### config.mk
export PLATFORM = sky130hd
export DESIGN_NAME = add_pipe_acc
export DESIGN_NICKNAME = d
export VERILOG_FILES = /design/src/rtl/add_pipe_pkg.sv /design/src/rtl/add_sat_core.sv /design/src/rtl/add_pipe_acc.sv
export SDC_FILE = /design/constraint.sdc
export NUM_CORES = 1
export LEC_CHECK = 0
export ABC_AREA = 1
export CORE_ASPECT_RATIO = 1.25
export CORE_UTILIZATION = 30
export CTS_BUF_LIST = sky130_fd_sc_hd__clkbuf_2
export DETAILED_ROUTE_END_ITERATION = 7
export GPL_TIMING_DRIVEN = 0
export PLACE_DENSITY = 0.52
export SYNTH_ARGS = -nofsm -noshare
export SYNTH_HDL_FRONTEND = slang
export SYNTH_SLANG_ARGS = --single-unit
export TNS_END_PERCENT = 1
### constraint.sdc
create_clock -name clk -period 2.75 [get_ports clk]
set_input_delay 0.275 -clock clk [delete_from_list [all_inputs] [get_ports clk]]
set_output_delay 0.275 -clock clk [all_outputs]
set_load 0.1 [all_outputs]
### src/rtl/add_pipe_pkg.sv
// -----------------------------------------------------------------------------
// add_pipe_pkg
// Shared types and constants for the add_pipe_acc pipelined adder/accumulator.
//   mode_e  : operation code carried on in_mode
//   LAT_MAX : deepest supported input-to-output latency
//   MODE_W  : width of the operation code
// -----------------------------------------------------------------------------
package add_pipe_pkg;

  localparam int LAT_MAX = 4;
  localparam int MODE_W  = 2;

  typedef enum logic [MODE_W-1:0] {
    ADD  = 2'd0,  // a + b
    SUB  = 2'd1,  // a - b
    ACC  = 2'd2,  // acc_q + a, accumulator updated
    LOAD = 2'd3   // acc_q <= a, result = a
  } mode_e;

endpackage

### src/rtl/add_sat_core.sv
// -----------------------------------------------------------------------------
// add_sat_core
// Combinational signed add/subtract with overflow detection and optional
// saturation. The sum is formed one bit wider than the operands so the true
// sign is always available for the overflow test.
// Ports:
//   op_a, op_b : signed operands (WIDTH)
//   op_sub     : 1 = op_a - op_b, 0 = op_a + op_b
//   op_pass    : 1 = forward op_a unchanged with no overflow (LOAD)
//   res_sum    : wrapped or clamped result (WIDTH)
//   res_ovf    : signed overflow flag for this result
// -----------------------------------------------------------------------------
module add_sat_core
  import add_pipe_pkg::*;
#(
  parameter int WIDTH = 32,
  parameter int SAT   = 0
) (
  input  logic [WIDTH-1:0] op_a,
  input  logic [WIDTH-1:0] op_b,
  input  logic             op_sub,
  input  logic             op_pass,
  output logic [WIDTH-1:0] res_sum,
  output logic             res_ovf
);

  logic [WIDTH:0] ext_a_s;
  logic [WIDTH:0] ext_b_s;
  logic [WIDTH:0] raw_s;
  logic           wrap_ovf_s;

  // Saturation bound selected by the sign of the wide result.
  function automatic logic [WIDTH-1:0] clamp_value(input logic neg);
    logic [WIDTH-1:0] val;
    if (neg) begin
      val = {1'b1, {(WIDTH-1){1'b0}}};
    end else begin
      val = {1'b0, {(WIDTH-1){1'b1}}};
    end
    return val;
  endfunction

  // Wide arithmetic, overflow detection and result selection.
  always_comb begin
    ext_a_s    = {op_a[WIDTH-1], op_a};
    ext_b_s    = {op_b[WIDTH-1], op_b};
    raw_s      = {(WIDTH+1){1'b0}};
    wrap_ovf_s = 1'b0;
    res_sum    = {WIDTH{1'b0}};
    res_ovf    = 1'b0;

    if (op_sub) begin
      raw_s = ext_a_s - ext_b_s;
    end else begin
      raw_s = ext_a_s + ext_b_s;
    end

    // The wide sign disagreeing with the narrow sign means the value
    // does not fit in WIDTH bits.
    wrap_ovf_s = raw_s[WIDTH] ^ raw_s[WIDTH-1];

    if (op_pass) begin
      res_sum = op_a;
      res_ovf = 1'b0;
    end else if (wrap_ovf_s && (SAT != 32'sd0)) begin
      res_sum = clamp_value(raw_s[WIDTH]);
      res_ovf = 1'b1;
    end else begin
      res_sum = raw_s[WIDTH-1:0];
      res_ovf = wrap_ovf_s;
    end
  end

endmodule

### src/rtl/add_pipe_acc.sv
// -----------------------------------------------------------------------------
// add_pipe_acc
// Pipelined signed adder / subtractor / accumulator with valid-ready
// handshakes on both sides. Arithmetic happens in stage 1; stages 2..LAT are a
// plain delay line. The whole pipeline advances together on one enable, so a
// full pipe with a stalled consumer freezes every stage.
// Ports:
//   clk, rst_n          : clock (rising edge), asynchronous active-low reset
//   in_valid / in_ready : operand handshake
//   in_a, in_b          : signed operands (WIDTH)
//   in_mode             : operation code (mode_e)
//   out_valid/out_ready : result handshake
//   out_sum, out_ovf    : result and its signed-overflow flag
//   acc_q               : current accumulator value
// -----------------------------------------------------------------------------
module add_pipe_acc
  import add_pipe_pkg::*;
#(
  parameter int WIDTH = 32,
  parameter int LAT   = 2,
  parameter int SAT   = 0
) (
  input  logic              clk,
  input  logic              rst_n,
  input  logic              in_valid,
  output logic              in_ready,
  input  logic [WIDTH-1:0]  in_a,
  input  logic [WIDTH-1:0]  in_b,
  input  logic [MODE_W-1:0] in_mode,
  output logic              out_valid,
  input  logic              out_ready,
  output logic [WIDTH-1:0]  out_sum,
  output logic              out_ovf,
  output logic [WIDTH-1:0]  acc_q
);

  mode_e            mode_s;
  logic             adv_s;
  logic             in_fire_s;
  logic [WIDTH-1:0] core_a_s;
  logic [WIDTH-1:0] core_b_s;
  logic             core_sub_s;
  logic             core_pass_s;
  logic [WIDTH-1:0] core_sum_s;
  logic             core_ovf_s;
  logic [WIDTH-1:0] acc_r;

  logic             vld1_r;
  logic [WIDTH-1:0] sum1_r;
  logic             ovf1_r;

  // Per-stage views of the pipeline registers, index 1 = arithmetic stage.
  logic [LAT:1]             stg_vld_s;
  logic [LAT:1][WIDTH-1:0]  stg_sum_s;
  logic [LAT:1]             stg_ovf_s;

  assign mode_s    = mode_e'(in_mode);
  // Everything moves when the output slot is empty or being drained.
  assign adv_s     = !out_valid || out_ready;
  assign in_ready  = adv_s;
  assign in_fire_s = in_valid && adv_s;

  // Operand routing into the shared arithmetic core.
  always_comb begin
    core_a_s    = in_a;
    core_b_s    = in_b;
    core_sub_s  = 1'b0;
    core_pass_s = 1'b0;
    case (mode_s)
      ADD: begin
        core_sub_s = 1'b0;
      end
      SUB: begin
        core_sub_s = 1'b1;
      end
      ACC: begin
        core_a_s = acc_r;
        core_b_s = in_a;
      end
      LOAD: begin
        core_pass_s = 1'b1;
      end
      default: begin
        core_sub_s  = 1'b0;
        core_pass_s = 1'b0;
      end
    endcase
  end

  add_sat_core #(
    .WIDTH (WIDTH),
    .SAT   (SAT)
  ) u_core (
    .op_a    (core_a_s),
    .op_b    (core_b_s),
    .op_sub  (core_sub_s),
    .op_pass (core_pass_s),
    .res_sum (core_sum_s),
    .res_ovf (core_ovf_s)
  );

  // Accumulator: updated on the accepting edge so consecutive ACCs chain.
  always_ff @(posedge clk or negedge rst_n) begin
    if (!rst_n) begin
      acc_r <= {WIDTH{1'b0}};
    end else if (in_fire_s && ((mode_s == ACC) || (mode_s == LOAD))) begin
      acc_r <= core_sum_s;
    end
  end

  // Stage 1: capture the arithmetic result; data only moves with a valid.
  always_ff @(posedge clk or negedge rst_n) begin
    if (!rst_n) begin
      vld1_r <= 1'b0;
      sum1_r <= {WIDTH{1'b0}};
      ovf1_r <= 1'b0;
    end else if (adv_s) begin
      vld1_r <= in_fire_s;
      if (in_fire_s) begin
        sum1_r <= core_sum_s;
        ovf1_r <= core_ovf_s;
      end
    end
  end

  assign stg_vld_s[1] = vld1_r;
  assign stg_sum_s[1] = sum1_r;
  assign stg_ovf_s[1] = ovf1_r;

  // Stages 2..LAT: delay line. Bubbles pass as valid=0 but leave the data
  // registers untouched, so the last real result stays visible on out_sum.
  for (genvar g = 2; g <= LAT; g++) begin : g_stage
    logic             vld_r;
    logic [WIDTH-1:0] sum_r;
    logic             ovf_r;

    // Shift one stage forward on the shared enable.
    always_ff @(posedge clk or negedge rst_n) begin
      if (!rst_n) begin
        vld_r <= 1'b0;
        sum_r <= {WIDTH{1'b0}};
        ovf_r <= 1'b0;
      end else if (adv_s) begin
        vld_r <= stg_vld_s[g-1];
        if (stg_vld_s[g-1]) begin
          sum_r <= stg_sum_s[g-1];
          ovf_r <= stg_ovf_s[g-1];
        end
      end
    end

    assign stg_vld_s[g] = vld_r;
    assign stg_sum_s[g] = sum_r;
    assign stg_ovf_s[g] = ovf_r;
  end

  assign out_valid = stg_vld_s[LAT];
  assign out_sum   = stg_sum_s[LAT];
  assign out_ovf   = stg_ovf_s[LAT];
  assign acc_q     = acc_r;

endmodule

Word level (Yosys, flattened, before mapping)
Index checks and enable logic that the tools add are counted.
Word-level totals
  flip-flop bits (word level): 100
  output and inout bits: 67
  logic and storage cells: 27
Cells by class
  add/subtract/negate cells: 2
  equal/unequal tests: 3
  multiplexer cells: 7
  bitwise gates (word level): 1
  reductions and logical operators: 7
Operators with widths (count)
  $mux W32: 3
  $add A32 B32 Y33: 1
  $mux W33: 1
  $sub A32 B32 Y33: 1
  $eq A2 B2 Y1 const B: 2
  $reduce_and A2 Y1: 2
  $mux W1: 3
  $eq A2 B1 Y1 const B: 1
  $logic_and A1 B1 Y1: 2
  $logic_or A1 B1 Y1: 2
  $logic_not A1 Y1: 1
  $xor A1 B1 Y1: 1

Longest topological paths before layout
  depth in word-level cells: 6
  depth in mapped cells: 31
  depth with buffers taken out: 30

By module
Synthesis repeated with hierarchy kept, for this count alone.
Second synthesis, totals
  cell total of the unflattened synthesis: 1336
  area, all modules: 8354.3 um^2
By module, submodules not included
  add_pipe_acc: times used 1, cells each 653, area each 4898.4 um^2, sequential area each 2502.4 um^2
  add_sat_core: times used 1, cells each 683, area each 3455.8 um^2, sequential area each 0.0 um^2

Worst setup path before layout
Ideal clock, no wire load.
  path type: input to register
  start: in in_mode[0]
  end: reg acc_r[30] (netlist: acc_q[30])
  arrival time: 2990 ps
  slack: -372 ps
  stages on the path: 25
  path buffers: 1
  cell sequence: inv_2 > nand2_4 > buf_6 > nand2_1 > o21ai_1 > inv_2 > ha_1 > nand3_1 > nor2_2 > nand2_1 > nand2_2 > o21ai_2 > a21oi_2 > o21ai_1 > xnor2_1 > ha_1 > nand2_1 > nor2_1 > nand2_1 > nor4_1 > nand2_1 > nand3_1 > nand3_1 > nand3_1 > o21ai_0
Between the ends
  cells in the longest elaborated chain, start to end: 5
  elaborated cells between the ends (all ways): 13
Ends and longest elaborated chain
  start: declaration: line add_pipe_acc.sv:29  | input logic [MODE_W-1:0] in_mode,
  $eq A2 B2 Y1: line add_pipe_acc.sv:69, add_pipe_acc.sv:106
  $mux W32: line add_pipe_acc.sv:69  | case (mode_s)
  $add A32 B32 Y33 / $sub A32 B32 Y33 (equally long branches): line add_sat_core.sv:55, add_sat_core.sv:53
  $mux W33: line add_sat_core.sv:52  | if (op_sub) begin
  $mux W32: line add_sat_core.sv:62  | if (op_pass) begin
  end signal: assignment: line add_pipe_acc.sv:105  | acc_r <= {WIDTH{1'b0}};
  end signal: assignment: line add_pipe_acc.sv:107  | acc_r <= core_sum_s;
  end: declaration: line add_pipe_acc.sv:46  | logic [WIDTH-1:0] acc_r;
Parallel ways exist; a longest one is shown, timed or not.
A chain may end at the register's enable or synchronous reset.

Final worst setup path
  start: in in_a[20]
  end: reg ovf1_r
Between the ends
  cells in the longest elaborated chain, start to end: 5
  elaborated cells between the ends (all ways): 7
Ends and longest elaborated chain
  start: declaration: line add_pipe_acc.sv:27  | input logic [WIDTH-1:0] in_a,
  $mux W32: line add_pipe_acc.sv:69
  $add A32 B32 Y33 / $sub A32 B32 Y33 (equally long branches): line add_sat_core.sv:55, add_sat_core.sv:53
  $mux W33 (*): line add_sat_core.sv:52
  $xor A1 B1 Y1 (*): line add_sat_core.sv:60  | wrap_ovf_s = raw_s[WIDTH] ^ raw_s[WIDTH-1];
  $mux W1 (*): line add_sat_core.sv:62
  end signal: assignment: line add_pipe_acc.sv:121  | ovf1_r <= core_ovf_s;
  end: declaration: line add_pipe_acc.sv:50  | logic ovf1_r;
Mark *: on every way between the ends. The rest lies on a longest branch, timed or not.

==> run summary <==
Setup repair after global routing could not meet its margin everywhere. After layout, the design draws a total of 9.64 mW. Routed signal wires occupy layers up through met4. Summing over every cut layer, the via total after detailed routing is 8378.

The aggregate negative setup slack was -3190 ps. The via count of the first global-routing pass came out at 8208. Dividing the synthesized area by the synthesized cell count gives 6.71 um2. Portion of the clock cycle consumed by the worst path in the final layout: 108%. The number of levels in the clock H-tree is 3, and the met2 layer wire length in the routed design is 14800 um. The number of inserted filler cells in the final layout came out at 2643. Once the floorplan was initialized, standard cells occupied 30.6% of the core. For the final number of max-transition violations, the log shows 0. The run finished, with violations left.

For the placement row count, the log shows 65. Type of element launching the critical path: an input pin. Final worst-path setup slack: -209 ps. The run gives 70 as the maximum number of pins on one net before global-route repair. The checks that failed: negative setup slack. The run gives 5.13 nW as the leakage power summed over all cells.

Max-cap violations in this run came to 0. The share of the Yosys chip area taken by registers is 32.3%. In this run the worst path has a maximum fanout of 4. The total core area was 25300 um2.

The run gives 40 as the number of distinct library cells after synthesis. Before antenna repair, the detailed router went through 5 iterations. The HPWL after detailed placement is 24800 um. After detailed placement, the total cell area comes to 9620 um2.

The logs give 100 for the number of sinks driven by the clock tree and 0 for the global route total overflow. The detailed router put a total of 13900 um of wire on met1. The most used flip-flop cell after synthesis is dfrtp_1. Detailed routing placed a total of 1120 um of wire on met3. Start-to-end type of the worst setup path: in -> reg. The number of endpoints with negative hold slack in the final report is 0, and the critical path required time is 3300 ps. Derived from the worst setup path, the maximum achievable clock frequency is 338 MHz.

The logs give 137 for the I/O pin total and 1 for the number of antenna violations at the first check in global routing. Buffers placed on the I/O ports in this run total 136. Clock-pin slew was measured on the worst setup and hold paths at 310 ps. The die outline height is 182 um, and the share of final-layout standard cells stronger than drive strength 1 is 23.9%. The all-layer global routing usage is 23.1%, and the headroom to the max-slew limit is 24.4%. The synthesized design contains 0 enable-type register cells. The clock reaches the later pin of the worst-skew pair after 660 ps. The via-per-instance ratio was 4.98.

For this run, design rule violations remaining after detail routing come to 0. The die is 146 um wide. The share of the core filled with cells is 43.9%, and the final count of negative-setup-slack endpoints is 33. Clock tree synthesis inserted a total of 9 buffers. After layout, the minimum clock period comes to 2960 ps. In the final design database the tool counted 1446 nets. The first-pass GRT wire length came out at 46500 um. The synthesized cell area was 7750 um2; the area enclosed by the die boundary was 26500 um2.

The synthesized design contains 100 register bits. The run gives 2 as the maximum root-to-sink buffer count. STA classifies the critical path endpoint as a register. The slew of the pin with the lowest slew margin is 1130 ps, and the net count after synthesis is 1260. The weighted congestion reported at the end of routability-driven placement came out at 0.916. The post-layout instance area came out at 11100 um2. The tools report the number of routed nets with antenna violations as 0. TritonCTS built the clock tree. The classification of the worst-slack hold path is in -> reg. The master cell of the clock root buffer is clkbuf_2. Across the VDD grid, the largest voltage drop is 522 uV.

Share of flip-flops with an asynchronous set or reset after synthesis: 100%. The final layout contains routed wiring with a total length of 30700 um. During synthesis, Yosys emitted a total of 0 warnings.

The cell count after synthesis came out at 1156. Dividing the detail-routed wire length by the instance count gives 18.3 um. Across all hold checks on the routed design, the worst slack comes to 119 ps. For the final database, setup skew stands at 75.4 ps. The arrival time at the worst endpoint is 3510 ps.

The synthesized design spends more area on one cell type than any other, namely dfrtp_1. The detailed router's first-iteration violation count was 562; the relative area change from synthesis to final layout was 43.2%. Sorting the synthesized cells by area gives the leading types as dfrtp_1, nand2_1, o21ai_0.

Areal power density over the cells: 868 nW/um2. In this run the biggest area consumer among cell types represents 32.3% of the synthesized area.
==> layer usage <==
layer	track usage [%]	up-vias
met1	30.2	3989
met2	39.5	190
met4	8.25	0
met5	0	-
met3	2.11	39
li1	-	4160
==> cell families (layout without fill, tap and decap cells) <==
family          Yosys count  after routing  share of synthesized area [%]
flops                   100            100                           32.3
mux                      20             20                           2.91
fa+ha+maj                34             34                           5.59
compound gates          212            212                           14.7
simple gates            601            601                           32.4
buf+inv                 151            342                           7.76
xor+xnor                 38             38                           4.29
other cells               0              1                              0
==> repair_timing <==
action                                  in CTS  in global routing
gates resized for setup                    157                173
hold buffers                                 3                  0
cloned                                       1                  0
hold endpoints to repair                   100                  0
setup buffers                               26                  8
pin swaps                                   42                 72
endpoints found under the setup margin      61                 53
==> Yosys cell counts, types with 6 or more instances <==
library cell and instances:
ha_1 33, o21ai_0 134, mux2_2 20, nor3_1 9, inv_2 6, xor2_1 23
nand2_1 380, a21oi_1 43, clkbuf_1 29, nand4_1 10, nor2_1 79, xnor2_1 15
inv_1 103, nand2_2 7, dfrtp_1 100, nand3_1 89, or2_2 8, o211ai_1 14
==> placed cells by master (no fill, tap or decap), types with 5 or more instances in the layout <==
cell type        Yosys  layout
a21oi_1             43      16
a21oi_2              1      22
a21oi_4              0       6
buf_4                0      38
clkbuf_1            29      22
clkbuf_2             0      14
clkdlybuf4s50_1      0     113
dfrtp_1            100     100
dlygate4sd2_1        0      12
dlymetal6s2s_1       0       8
ha_1                33      15
ha_2                 0       5
ha_4                 0      13
inv_1              103      92
inv_2                6      15
mux2_2              20      20
nand2_1            380     332
nand2_2              7      43
nand2_4              1      12
nand3_1             89      71
nand3_2              1      17
nand4_1             10      10
nor2_1              79      47
nor2_2               5      24
nor2_4               3      16
nor3_2               0       5
o211ai_1            14      14
o21ai_0            134      93
o21ai_1              5      25
o21ai_2              3      21
or2_2                8       8
xnor2_1             15      11
xor2_1              23      18
==> area by class of cell <==
type | instances | area, um2 | area share (%)
inverter | 110 | 423 | 3.81
clock inverter | 7 | 91.3 | 0.823
sequential | 100 | 2500 | 22.5
buffer | 41 | 226 | 2.04
tap | 335 | 419 | 3.78
clock buffer | 9 | 45.0 | 0.406
multi-input combinational | 905 | 5670 | 51.0
timing repair buffer | 175 | 1720 | 15.5
antenna | 1 | 2.50 | 0.0225
==> per-stage QoR <==
step | setup WS (ps) | std cells
after floorplan | -253 | 1156
after global placement | -2480 | 1627
after detailed placement | -2190 | 1628
after CTS | -182 | 1674
after global routing | -305 | 1683
final | -209 | 1683
==> worst max-delay path, cell delays in order <==
cell and delay [ps]:
clkdlybuf4s50_1 530, nand2_2 160, nand2_1 180, nor2_4 200
nand2_1 110, nor2_1 130, nand4_1 180, xnor2_1 190
nand2_1 80, o21ai_2 100, ha_4 250, nand2_2 130
o21ai_2 90, nand2_1 60, nand2_1 60, nor2_2 110
nand2_1 80, a21oi_2 140, nand3_2 130, nand2_1 90
nand2_1 60, nand3_2 100, nand2_1 60
==> worst paths after layout <==
check | slack, ps | endpoint | cells past startpoint | from
max | -210 | ovf1_r | 23 | in_a[20]
min | 120 | acc_q[19] | 3 | in_a[19]
max reg2reg | -20 | sum1_r[24] | 15 | acc_q[0]
min reg2reg | 470 | out_valid | 2 | vld1_r
max in group asynchronous | 530 | acc_q[7] | 4 | rst_n
min in group asynchronous | 500 | out_sum[11] | 3 | rst_n
==> sequential cells by signal, indices dropped and copies added (netlist names) <==
register   count
acc_q         32
out_ovf        1
vld1_r         1
out_valid      1
out_sum       32
sum1_r        32
ovf1_r         1
==> where the power goes <==
part,total (mW),leakage (nW),switching [mW],internal [mW]
clock network,0.784,0.0786,0.620,0.164
registers,2.31,1.23,0.328,1.98
logic,6.54,3.83,4.76,1.78
total,9.64,5.13,5.71,3.93
Note: power is estimated with default switching activity, not from simulation.
